File: src/rtl/ace_bus_master.sv
// ace_bus_master: line-transaction engine between the cache controller request
// interface and the coherent interconnect port (read fill, writeback, CleanUnique).
// Optional build macro: BUS_TIMEOUT_EN enables a response-wait timeout of
// TIMEOUT_CYCLES cycles; without it the block waits on the bus indefinitely.
module ace_bus_master #(
    parameter int ADDR_WIDTH     = 32,
    parameter int DATA_WIDTH     = 32,
    parameter int LINE_WORDS     = 4,
    parameter int TIMEOUT_CYCLES = 255
) (
    input  logic                             clk,
    input  logic                             reset,
    input  logic                             read_req,
    input  logic                             write_req,
    input  logic                             invalid_req,
    input  logic [ADDR_WIDTH-1:0]            req_addr,
    input  logic [LINE_WORDS*DATA_WIDTH-1:0] wb_line,
    output logic [LINE_WORDS*DATA_WIDTH-1:0] rd_line,
    output logic                             ace_ready,
    output logic                             resp_err,
    output logic                             bus_req_valid,
    input  logic                             bus_req_ready,
    output logic [1:0]                       bus_req_op,
    output logic [ADDR_WIDTH-1:0]            bus_req_addr,
    output logic                             bus_wvalid,
    input  logic                             bus_wready,
    output logic [DATA_WIDTH-1:0]            bus_wdata,
    output logic                             bus_wlast,
    input  logic                             bus_rvalid,
    output logic                             bus_rready,
    input  logic [DATA_WIDTH-1:0]            bus_rdata,
    input  logic                             bus_rlast,
    input  logic                             bus_rerr
);
    localparam int OFF_BITS = $clog2(LINE_WORDS * DATA_WIDTH / 8);
    localparam int CNT_W    = $clog2(LINE_WORDS);
    localparam logic [CNT_W-1:0] LAST_IDX = CNT_W'(LINE_WORDS - 1);
    localparam logic [CNT_W-1:0] CNT_ONE  = CNT_W'(1);

    localparam logic [1:0] OP_RD  = 2'b00;
    localparam logic [1:0] OP_WR  = 2'b01;
    localparam logic [1:0] OP_INV = 2'b10;

    typedef enum logic [2:0] {
        S_IDLE  = 3'd0,
        S_REQ   = 3'd1,
        S_WDATA = 3'd2,
        S_RESP  = 3'd3,
        S_DONE  = 3'd4
    } state_t;

    state_t state_q, state_d;
    logic [1:0]                           op_q, op_d;
    logic [ADDR_WIDTH-1:0]                addr_q, addr_d;
    logic [LINE_WORDS-1:0][DATA_WIDTH-1:0] wb_q, wb_d;
    logic [LINE_WORDS-1:0][DATA_WIDTH-1:0] rd_q, rd_d;
    logic [CNT_W-1:0]                     cnt_q, cnt_d;
    logic                                 err_q, err_d;

    logic       any_req_s;
    logic [1:0] sel_op_s;
    logic       req_hs_s, w_hs_s, r_hs_s;
    logic       w_last_s, r_final_s, r_end_s;
    logic       timeout_s;
    logic       unused_addr_s;

    // Request arbitration and handshake decode: writeback beats invalidate beats fill.
    always_comb begin
        any_req_s = write_req | invalid_req | read_req;
        if (write_req) begin
            sel_op_s = OP_WR;
        end else if (invalid_req) begin
            sel_op_s = OP_INV;
        end else begin
            sel_op_s = OP_RD;
        end
        req_hs_s  = (state_q == S_REQ)   && bus_req_ready;
        w_hs_s    = (state_q == S_WDATA) && bus_wready;
        r_hs_s    = (state_q == S_RESP)  && bus_rvalid;
        w_last_s  = (cnt_q == LAST_IDX);
        r_final_s = (op_q == OP_RD) ? (cnt_q == LAST_IDX) : 1'b1;
        r_end_s   = r_hs_s && (bus_rlast || r_final_s);
    end

    assign unused_addr_s = ^req_addr[OFF_BITS-1:0];

`ifdef BUS_TIMEOUT_EN
    logic [31:0] to_q, to_d;
    logic        active_s;

    // Wait counter: runs in bus-facing states, restarts on any handshake.
    always_comb begin
        active_s  = (state_q == S_REQ) || (state_q == S_WDATA) || (state_q == S_RESP);
        if (active_s && !(req_hs_s || w_hs_s || r_hs_s)) begin
            to_d = to_q + 32'd1;
        end else begin
            to_d = 32'd0;
        end
        timeout_s = active_s && !(req_hs_s || w_hs_s || r_hs_s) &&
                    (to_q == 32'(TIMEOUT_CYCLES - 1));
    end

    // Wait counter register.
    always_ff @(posedge clk or negedge reset) begin
        if (!reset) begin
            to_q <= 32'd0;
        end else begin
            to_q <= to_d;
        end
    end
`else
    localparam int unused_timeout = TIMEOUT_CYCLES;
    assign timeout_s = 1'b0;
`endif

    // FSM state register.
    always_ff @(posedge clk or negedge reset) begin
        if (!reset) begin
            state_q <= S_IDLE;
        end else begin
            state_q <= state_d;
        end
    end

    // FSM next-state logic.
    always_comb begin
        state_d = state_q;
        case (state_q)
            S_IDLE:  state_d = any_req_s ? S_REQ : S_IDLE;
            S_REQ:   begin
                if (req_hs_s) begin
                    state_d = (op_q == OP_WR) ? S_WDATA : S_RESP;
                end else begin
                    state_d = S_REQ;
                end
            end
            S_WDATA: state_d = (w_hs_s && w_last_s) ? S_RESP : S_WDATA;
            S_RESP:  state_d = r_end_s ? S_DONE : S_RESP;
            S_DONE:  state_d = S_IDLE;
            default: state_d = S_IDLE;
        endcase
        if (timeout_s) begin
            state_d = S_DONE;
        end else begin
            state_d = state_d;
        end
    end

    // Datapath next-state: request latch, beat counter, fill capture, error flag.
    always_comb begin
        op_d   = op_q;
        addr_d = addr_q;
        wb_d   = wb_q;
        rd_d   = rd_q;
        cnt_d  = cnt_q;
        err_d  = err_q;
        case (state_q)
            S_IDLE: begin
                if (any_req_s) begin
                    op_d   = sel_op_s;
                    addr_d = {req_addr[ADDR_WIDTH-1:OFF_BITS], {OFF_BITS{1'b0}}};
                    wb_d   = wb_line;
                    cnt_d  = {CNT_W{1'b0}};
                    err_d  = 1'b0;
                end else begin
                    op_d = op_q;
                end
            end
            S_WDATA: begin
                if (w_hs_s) begin
                    cnt_d = w_last_s ? {CNT_W{1'b0}} : cnt_q + CNT_ONE;
                end else begin
                    cnt_d = cnt_q;
                end
            end
            S_RESP: begin
                if (r_hs_s) begin
                    if (op_q == OP_RD) begin
                        rd_d[cnt_q] = bus_rdata;
                    end else begin
                        rd_d = rd_q;
                    end
                    if (bus_rerr || (bus_rlast != r_final_s)) begin
                        err_d = 1'b1;
                    end else begin
                        err_d = err_q;
                    end
                    cnt_d = r_end_s ? {CNT_W{1'b0}} : cnt_q + CNT_ONE;
                end else begin
                    cnt_d = cnt_q;
                end
            end
            S_DONE: begin
                err_d = 1'b0;
                cnt_d = {CNT_W{1'b0}};
            end
            default: begin
                cnt_d = cnt_q;
            end
        endcase
        if (timeout_s) begin
            err_d = 1'b1;
            cnt_d = {CNT_W{1'b0}};
        end else begin
            err_d = err_d;
        end
    end

    // Datapath registers; reset abandons any partial transaction.
    always_ff @(posedge clk or negedge reset) begin
        if (!reset) begin
            op_q   <= 2'b00;
            addr_q <= {ADDR_WIDTH{1'b0}};
            wb_q   <= {(LINE_WORDS*DATA_WIDTH){1'b0}};
            rd_q   <= {(LINE_WORDS*DATA_WIDTH){1'b0}};
            cnt_q  <= {CNT_W{1'b0}};
            err_q  <= 1'b0;
        end else begin
            op_q   <= op_d;
            addr_q <= addr_d;
            wb_q   <= wb_d;
            rd_q   <= rd_d;
            cnt_q  <= cnt_d;
            err_q  <= err_d;
        end
    end

    // Output decode from the registered state; everything is 0 outside its state.
    always_comb begin
        bus_req_valid = 1'b0;
        bus_req_op    = 2'b00;
        bus_req_addr  = {ADDR_WIDTH{1'b0}};
        bus_wvalid    = 1'b0;
        bus_wdata     = {DATA_WIDTH{1'b0}};
        bus_wlast     = 1'b0;
        bus_rready    = 1'b0;
        ace_ready     = 1'b0;
        resp_err      = 1'b0;
        case (state_q)
            S_REQ: begin
                bus_req_valid = 1'b1;
                bus_req_op    = op_q;
                bus_req_addr  = addr_q;
            end
            S_WDATA: begin
                bus_wvalid = 1'b1;
                bus_wdata  = wb_q[cnt_q];
                bus_wlast  = w_last_s;
            end
            S_RESP: begin
                bus_rready = 1'b1;
            end
            S_DONE: begin
                ace_ready = 1'b1;
                resp_err  = err_q;
            end
            default: begin
                ace_ready = 1'b0;
            end
        endcase
    end

    assign rd_line = rd_q;

endmodule

File: config.mk
export PLATFORM = sky130hd
export DESIGN_NAME = ace_bus_master
export DESIGN_NICKNAME = d
export VERILOG_FILES = /design/src/rtl/ace_bus_master.sv
export SDC_FILE = /design/constraint.sdc
export NUM_CORES = 1
export LEC_CHECK = 0
export ABC_AREA = 0
export CORE_AREA = 2 2 177 179
export DETAILED_ROUTE_END_ITERATION = 10
export DIE_AREA = 0 0 179 181
export PLACE_DENSITY = 0.69
export REMOVE_ABC_BUFFERS = 1
export SYNTH_ARGS = -nofsm -noshare
export SYNTH_HDL_FRONTEND = slang
export SYNTH_SLANG_ARGS = --single-unit
File: constraint.sdc
create_clock -name clk -period 5.8 [get_ports clk]
set_clock_uncertainty 0.15 [all_clocks]
set_input_delay 1.16 -clock clk [delete_from_list [all_inputs] [get_ports clk]]
set_output_delay 1.16 -clock clk [all_outputs]
set_load 0.05 [all_outputs]
# --- After elaboration in Yosys (flattened, before gate mapping) ---
# Index checks and enable logic that the tools add are counted.
op_classes:
  n_addsub: 1
  bitwise_logic: 2
  reduce_logical: 16
  eq_ne: 11
  magnitude_cmp: 2
  n_mux: 33
ops:
  columns: ["operator", "count"]
  rows:
  - ["$bwmux 128", 1]
  - ["$mux 32", 4]
  - ["$bmux 32 s2", 1]
  - ["$demux 32 s2", 1]
  - ["$mux 2", 9]
  - ["$mux 1", 13]
  - ["$pmux 3 s4", 1]
  - ["$pmux 2 s4", 1]
  - ["$reduce_and 4->1", 2]
  - ["$eq 3x2->1 const B", 2]
  - ["$logic_and 1x1->1", 6]
  - ["$ne 2x2->1 const B", 3]
  - ["$reduce_bool 4->1", 1]
  - ["$eq 3x1->1 const B", 1]
  - ["$eq 3x3->1 const B", 1]
  - ["$logic_not 3->1", 1]
  - ["$lt 2x3->1 const B", 1]
  - ["$mux 3", 1]
  - ["$pmux 1 s3", 1]
  - ["$reduce_and 3->1", 1]
  - ["$reduce_bool 3->1", 1]
  - ["$add 2x1->2 const B", 1]
  - ["$eq 2x1->1 const B", 1]
  - ["$eq 2x2->1 const B", 1]
  - ["other kinds (7)", 9]
word_totals:
  out_inout_bits: 200
  elab_cells: 78
  register_bits: 292
  in_bits: 202

# --- Longest topological paths before layout ---
# Gate-level depths: netlist of run 1.
logic_depth:
  ltp_word: 7
  mapped_depth: 8
  depth_no_buf: 7

# --- Worst setup path before layout of run 1 ---
# No wires, ideal clock.
synth_path:
  path_type: "reg-to-output"
  startpoint: "register state_q[0]"
  endpoint: "output bus_req_op[0]"
  setup_slack_ns: 2.464
  required_time_ns: 4.490
  t_arrival_ns: 2.026
  stages_incl_launch_ff: 4
  path_buffers: 1
  path_cell_list: "dfrtp_1 buf_4 inv_1 nor4_1"
synth_via:
  elab_chain_cells: 2
synth_lines:
  columns: ["item", "line_no", "source"]
  rows:
  - ["start: declaration", "52", "state_t state_q, state_d;"]
  - ["start signal: assignment", "121", "state_q <= state_d;"]
  - ["$eq 3x1->1", "239", "case (state_q)"]
  - ["$mux 2", "239", null]
  - ["end: declaration", "23", "output logic [1:0] bus_req_op,"]
# Every way passes these cells.

# --- Worst setup path in the final report of run 1 ---
layout_path:
  startpoint: "register cnt_q[0]"
  endpoint: "output bus_wdata[2]"
layout_via:
  elab_chain_cells: 3
layout_lines:
  columns: ["item", "line_no", "source"]
  rows:
  - ["start: declaration", "57", "logic [CNT_W-1:0] cnt_q, cnt_d;"]
  - ["start signal: assignment", "216", "cnt_q <= {CNT_W{1'b0}};"]
  - ["start signal: assignment", "223", "cnt_q <= cnt_d;"]
  - ["$bmux 32 s2", "247", "bus_wdata = wb_q[cnt_q];"]
  - ["$mux 32 (implied by the code)", "247", null]
  - ["$mux 32", "239", null]
  - ["end: declaration", "27", "output logic [DATA_WIDTH-1:0] bus_wdata,"]
# Every way passes these cells. The select of a mux whose other input is x is not followed.

==> results of run 1 <==
Yosys cell counts (4+ instances only):
master	number	share of area, %
dfrtp_1	292	59
mux2_2	285	26
and2_1	62	3.1
mux4_2	32	5.8
buf_6	25	2.3
clkbuf_1	11	0.33
nand2_1	10	0.30
inv_1	9	0.27
buf_2	7	0.28
buf_4	6	0.36
ha_1	5	0.51
nor3_1	5	0.20
o21ai_0	5	0.20
nor2_1	4	0.12
area by class of cell:
class / count / area [um2]
multi-input combinational: 429 / 4650
inverter: 9 / 33.8
clock inverter: 6 / 61.3
antenna: 2 / 5.00
sequential: 292 / 7310
timing repair buffer: 404 / 4060
fill: 2428 / 12700
tap: 396 / 495
clock buffer: 50 / 1030
worst max-delay path: stages (launching register included):
cell,delay (ps)
dfrtp_2,840
buf_4,450
mux4_2,540
and2_1,160
clkdlybuf4s50_1,740
power groups by stage:
stage	clock, uW	combinational [uW]	sequential (uW)
final	2090	5330	3490
after global routing	2230	5610	3630
after CTS	2150	5390	3510
after detailed placement	0	5360	3540
after global placement	0	5330	3490
after floorplan	0	2750	4540
flip-flops by register name, summed over array words and instances (netlist names):
name and cells:
wb_q 128, addr_q 28, err_q 1, cnt_q 2, state_q 3, op_q 2, rd_line 128
metal layers:
layer | wire, um | part of all wire [%] | GRT usage (%)
met1 | 12800 | 40 | 24.0
met2 | 14700 | 46 | 31.7
met3 | 3750 | 12 | 8.75
met4 | 965 | 3.0 | 6.31
met5 | 0 | 0 | 0
cells in the final DEF, fill, tap and decap left out, types with 2 or more instances in the layout:
cell type | Yosys | layout
clkbuf_1 | 11 | 7
dfrtp_2 | 0 | 2
clkbuf_16 | 0 | 37
mux4_2 | 32 | 32
dfrtp_1 | 292 | 290
buf_12 | 0 | 3
clkinv_2 | 0 | 4
nor3_1 | 5 | 4
nand2_1 | 10 | 10
nor2_1 | 4 | 3
diode_2 | 0 | 2
buf_4 | 6 | 8
conb_1 | 1 | 4
clkdlybuf4s50_1 | 0 | 392
mux2_2 | 285 | 285
ha_1 | 5 | 5
inv_1 | 9 | 9
clkbuf_8 | 0 | 6
o21ai_0 | 5 | 5
and2_1 | 62 | 62
nand3_1 | 2 | 2
path summary, 6_finish.rpt:
check | from | end | slack, ps | cells past startpoint
max | cnt_q[0] | bus_wdata[2] | 1260 | 4
min | err_q | err_q | 340 | 1
max reg2reg | state_q[0] | wb_q[81] | 2640 | 4
min reg2reg | err_q | err_q | 340 | 1
max in group asynchronous | reset | wb_q[23] | 3830 | 2
min in group asynchronous | reset | wb_q[52] | 610 | 1
per-stage QoR:
stage	instance area, um2	total power [uW]
2_1_floorplan	12000	7290
3_3_place_gp	16500	8810
3_5_place_dp	16500	8900
4_1_cts	17600	11000
5_1_grt	17600	11500
6_report	17700	10900
logic make-up after synthesis:
| group | Yosys count |
|---|---|
| buffers and inverters | 58 |
| adder cells (fa/ha/maj) | 5 |
| other | 1 |
| AO/OA/AOI/OAI | 13 |
| flip-flops | 292 |
| multiplexers | 318 |
| AND/OR/NAND/NOR | 89 |
==> summary.md, run 1 <==
| Metric | Value |
|---|---|
| Status | completed |
| Via count | 7,903 |
| Number of global-route vias before repair | 8,686 |
| Post-CTS resize count | 0 |
| Initial Util | 40.8% |
| Sequential area share after synthesis | 59.1% |
| Final WL | 32,200 um |
| Pwr/cell area | 618 mW/mm2 |
| Tcrit/Tclk final | 78.3% |
| Final Setup Violations | 0 |
| Total die area | 0.0324 mm2 |
| Register share of total power | 32.0% |
| Largest family of logic cells by synthesized area | multiplexers |
| Post-synthesis cell count | 776 |
| Post-Synth XOR/XNOR Area | 0% |
| Max Slew Vio Count | 0 |
| Post-synth EDFFs | 0 |
| Syn Area/Cell | 15.9 um2 |
| Clock root buffer | clkbuf_16 |
| Predominant post-synthesis flop cell | dfrtp_1 |
| Max-cap violations | 0 |
| HPWL after DPL | 21,900 um |
| Sink Count | 292 |
| Area delta synth->final | 42.7% |
| NetSw | 4320 uW |
| Crit path max fanout | 22 |
| Slew HR | 32.7% |
| Clock Latency Late Sink | 490 ps |
| CP Launch Type | flip-flop |
| Crit path time final | 4540 ps |
| Share of cells above drive strength 1 | 32.3% |
| Mux share of post-synthesis cell area | 31.9% |
| Peak supply drop | 476 uV |
| Util after Layout | 58.2% |
| Hold-fix buffers, CTS | 0 |
| Placed cell count | 1,530 |
| Die X | 179 um |
| Final WS setup | 1260 ps |
| Max Root-Sink Buffers | 3 |
| Clk network pwr share | 19.1% |
| Gate power share | 48.8% |
| CTS Buf Count | 35 |
| GRT Overall Usage | 19.8% |
| Antenna viol nets, final | 0 |
| Final GP Congestion | 0.775 |
| CP Capture Type | primary output |
| Htree depth | 2 |
| Net Sw Frac | 39.6% |
| Fmax | 220 MHz |
| CTS tree | built |
| Non-Filler Instances | 1,588 |
| Die H | 181 um |
| Data required time of the critical path | 4490 ps |
| Worst Tran Pin Value | 1010 ps |
| Unrepaired setup endpoints after global routing | false |
| FFs w/ async S/R, synth | 100% |
| Routed WL per cell | 20.3 um |
| Core ar. | 0.0303 mm2 |
| CP Class | reg -> out |
| Row cnt | 64 |
| Worst hold path type | reg -> reg |
| Place WS | 1680 ps |
| Synth Register Bits | 292 |
| Synth Area in Adders | 0.506% |
| WHS | 342 ps |
| Leak Pwr | 0.00755 uW |
| CP Data Arrival Time | 3230 ps |
| # nets final | 1,378 |
| Internal Power | 6590 uW |
| Global-route wire length before repair | 49,800 um |
| Boundary Pins | 402 |
| Number of hold violations in the final report | 0 |
| Synth Warn # | 0 |
| Port bufs | 393 |
| Total congestion overflow | 0 |
| Post-synthesis cell type count | 31 |
| DR iter-0 viols | 372 |
| Initial antenna violation count | 3 |
| Synth Area in Compound Gates | 0.698% |
| Largest net degree at the start of global routing | 117 |
| Total setup buffers inserted after CTS | 0 |
| First-pass iteration count of the detailed router | 6 |
| Drt via density | 4.98 |
| Fraction of the mapped netlist area in simple logic gates | 4.31% |
| Synth Cell Area | 0.0124 mm2 |
| Clock-pin slew on the worst setup and hold paths | 60 ps |
| DRC | 0 |
| Setup TNS | 0 ps |
Note: power is estimated with default switching activity, not from simulation.
==> run 2, diff against run 1 <==
--- a/config.mk
+++ b/config.mk
@@ -9,7 +9,7 @@
 export CORE_AREA = 2 2 177 179
 export DETAILED_ROUTE_END_ITERATION = 10
 export DIE_AREA = 0 0 179 181
-export PLACE_DENSITY = 0.69
+export PLACE_DENSITY = 0.72
 export REMOVE_ABC_BUFFERS = 1
 export SYNTH_ARGS = -nofsm -noshare
 export SYNTH_HDL_FRONTEND = slang
==> constraint.sdc (replaced) <==
create_clock -name clk -period 4.1 [get_ports clk]
set_clock_uncertainty 0.15 [all_clocks]
set_input_delay 0.82 -clock clk [delete_from_list [all_inputs] [get_ports clk]]
set_output_delay 0.82 -clock clk [all_outputs]
set_load 0.05 [all_outputs]
==> run 2 against run 1 <==
- sequential power increased by 40%
- register-to-register slack lost 1400 ps
- sequential share of layout area rose by 0.13 points
- largest power group unchanged
==> summary.md, run 2 (synthesized netlist as in run 1, its figures left out) <==
| Metric | Value |
|---|---|
| Status | completed |
| WHS | 165 ps (-176 ps) |
| Leak Pwr | 0.00753 uW (-0.30%) |
| Most frequent cells in the layout | clkdlybuf4s50_1, dfrtp_1, mux2_2, and2_1, mux4_2 |
| Total die area | 0.0324 mm2 (unchanged) |
| Boundary Pins | 402 (unchanged) |
| CP Launch Type | flip-flop |
| Global-route wire length before repair | 49,200 um (-1.1%) |
| Drt via density | 4.97 (about the same) |
| GRT Overall Usage | 19.6% (-0.25 points) |
| Peak supply drop | 574 uV (+21%) |
| CTS Buf Count | 31 (-11%) |
| Crit path max fanout | 33 (+50%) |
| Total setup buffers inserted after CTS | 0 (unchanged) |
| Data required time of the critical path | 3130 ps (-1360 ps) |
| CP Class | reg -> out |
| Htree depth | 1 (-1) |
| Clock Latency Late Sink | 560 ps (+70 ps) |
| Via count | 7,925 (+0.28%) |
| CP Capture Type | primary output |
| Total congestion overflow | 0 (unchanged) |
| First-pass iteration count of the detailed router | 4 (-2) |
| Die X | 179 um (unchanged) |
| Tot Pwr | 15,200 uW (+40%) |
| Fmax | 260 MHz |
| Port bufs | 393 (unchanged) |
| Hold-fix buffers, CTS | 0 (unchanged) |
| Slew HR | 45.3% (+13 points) |
| Setup slack, reg-to-reg | 1270 ps (-1370 ps) |
| Clock root buffer | clkbuf_16 |
| Clock-pin slew on the worst setup and hold paths | 60 ps (about the same) |
| Share of cells above drive strength 1 | 32.3% (+0.062 points) |
| Worst Tran Pin Value | 820 ps (-188 ps) |
| Routed WL per cell | 20.3 um (about the same) |
| Antenna viol nets, final | 0 (unchanged) |
| Crit path time final | 3850 ps |
| Max Root-Sink Buffers | 3 (unchanged) |
| DRC | 0 (unchanged) |
| Place WS | 657 ps (-1020 ps) |
| Sink Count | 292 (unchanged) |
| CTS tree | built |
| Row cnt | 64 (unchanged) |
| Max-cap violations | 0 (unchanged) |
| Unrepaired setup endpoints after global routing | false |
| Die H | 181 um (unchanged) |
| DR iter-0 viols | 279 (-25%) |
| Final GP Congestion | 0.790 (+2.0%) |
| Setup TNS | 0 ps (unchanged) |
| Placed instance area | 0.0166 mm2 (+0.43%) |
| Largest net degree at the start of global routing | 105 (-10%) |
| # nets final | 1,379 (+0.073%) |
| Number of hold violations in the final report | 0 (unchanged) |
| Pwr/cell area | 866 mW/mm2 (+40%) |
| Initial antenna violation count | 1 (-2) |
| # diodes | 0 (-2) |
| Worst hold path type | in -> async |
| Commonest non-fill, non-tap cell in the layout | clkdlybuf4s50_1 |
| Final Setup Violations | 0 (unchanged) |
| Number of global-route vias before repair | 8,653 (-0.38%) |
| Final WS setup | 247 ps (-1010 ps) |
| Final WL | 32,300 um (+0.41%) |
| Max Slew Vio Count | 0 (unchanged) |
| Tcrit/Tclk final | 94.0% |
| CP Data Arrival Time | 2880 ps (-350 ps) |
| Core ar. | 0.0303 mm2 (unchanged) |
| Area delta synth->final | 42.3% |
| Cell area after layout | 0.0176 mm2 (-0.29%) |
| Initial Util | 40.8% (unchanged) |
| HPWL after DPL | 22,300 um (+1.6%) |
==> run 2: cell count changes in the layout (fill, tap and decap cells not counted), sizes merged <==
cell / previous run / this run
clkinv: 4 / 8
clkinvlp: 0 / 1
diode: 2 / 0
clkdlybuf4s50: 392 / 391
buf: 12 / 18
clkbuf: 50 / 47
==> run 2: worst max-delay path: stages, from the launching register on <==
cell and delay [ps]:
dfrtp_1 480, or2b_1 310, nor2_2 110, buf_4 350, and2_1 210, clkdlybuf4s50_1 830
==> run 2: per-layer routing <==
| layer | GRT usage (%) | vias up | share of wire, % |
|---|---|---|---|
| met5 | 0 | - | 0.034 |
| met2 | 32.6 | 319 | 47 |
| li1 | - | 3549 | - |
| met3 | 8.88 | 45 | 12 |
| met1 | 23.2 | 4010 | 39 |
| met4 | 4.36 | 2 | 2.2 |
==> run 2: path summary, 6_finish.rpt <==
check                           cells after the start             to        from
min in group clk                                    1     addr_q[15]  addr_q[15]
max in group asynchronous                           2   rd_line[100]       reset
worst max-delay path                                5  bus_wdata[25]  state_q[1]
worst max register to register                      4       wb_q[77]  state_q[0]
worst min register to register                      1     addr_q[15]  addr_q[15]
worst min-delay path                                1       wb_q[99]       reset
==> run 2: power breakdown <==
part	internal, uW	switching, uW
Combinational	3380	4300
Sequential	4190	685
Clock	1550	1150
Total	9120	6130
==> run 2: through the flow <==
step	util, %	instances
2_1_floorplan	-	730
3_3_place_gp	54.8	1535
3_5_place_dp	54.8	1535
4_1_cts	58.0	1593
5_1_grt	58.0	1593
6_report	58.0	1593
==> run 2: final cells by class <==
type | count | area [um2]
Sequential cell | 292 | 7310
Tap cell | 396 | 495
Fill cell | 2430 | 12700
Multi-Input combinational cell | 429 | 4650
Clock buffer | 47 | 886
Inverter | 9 | 33.8
Clock inverter | 11 | 90.1
Timing Repair Buffer | 409 | 4130
==> run 2: timing repair <==
item,CTS,global route
gates resized for setup,0,1
endpoints found under the setup margin,0,4
endpoints found under the hold margin,0,0
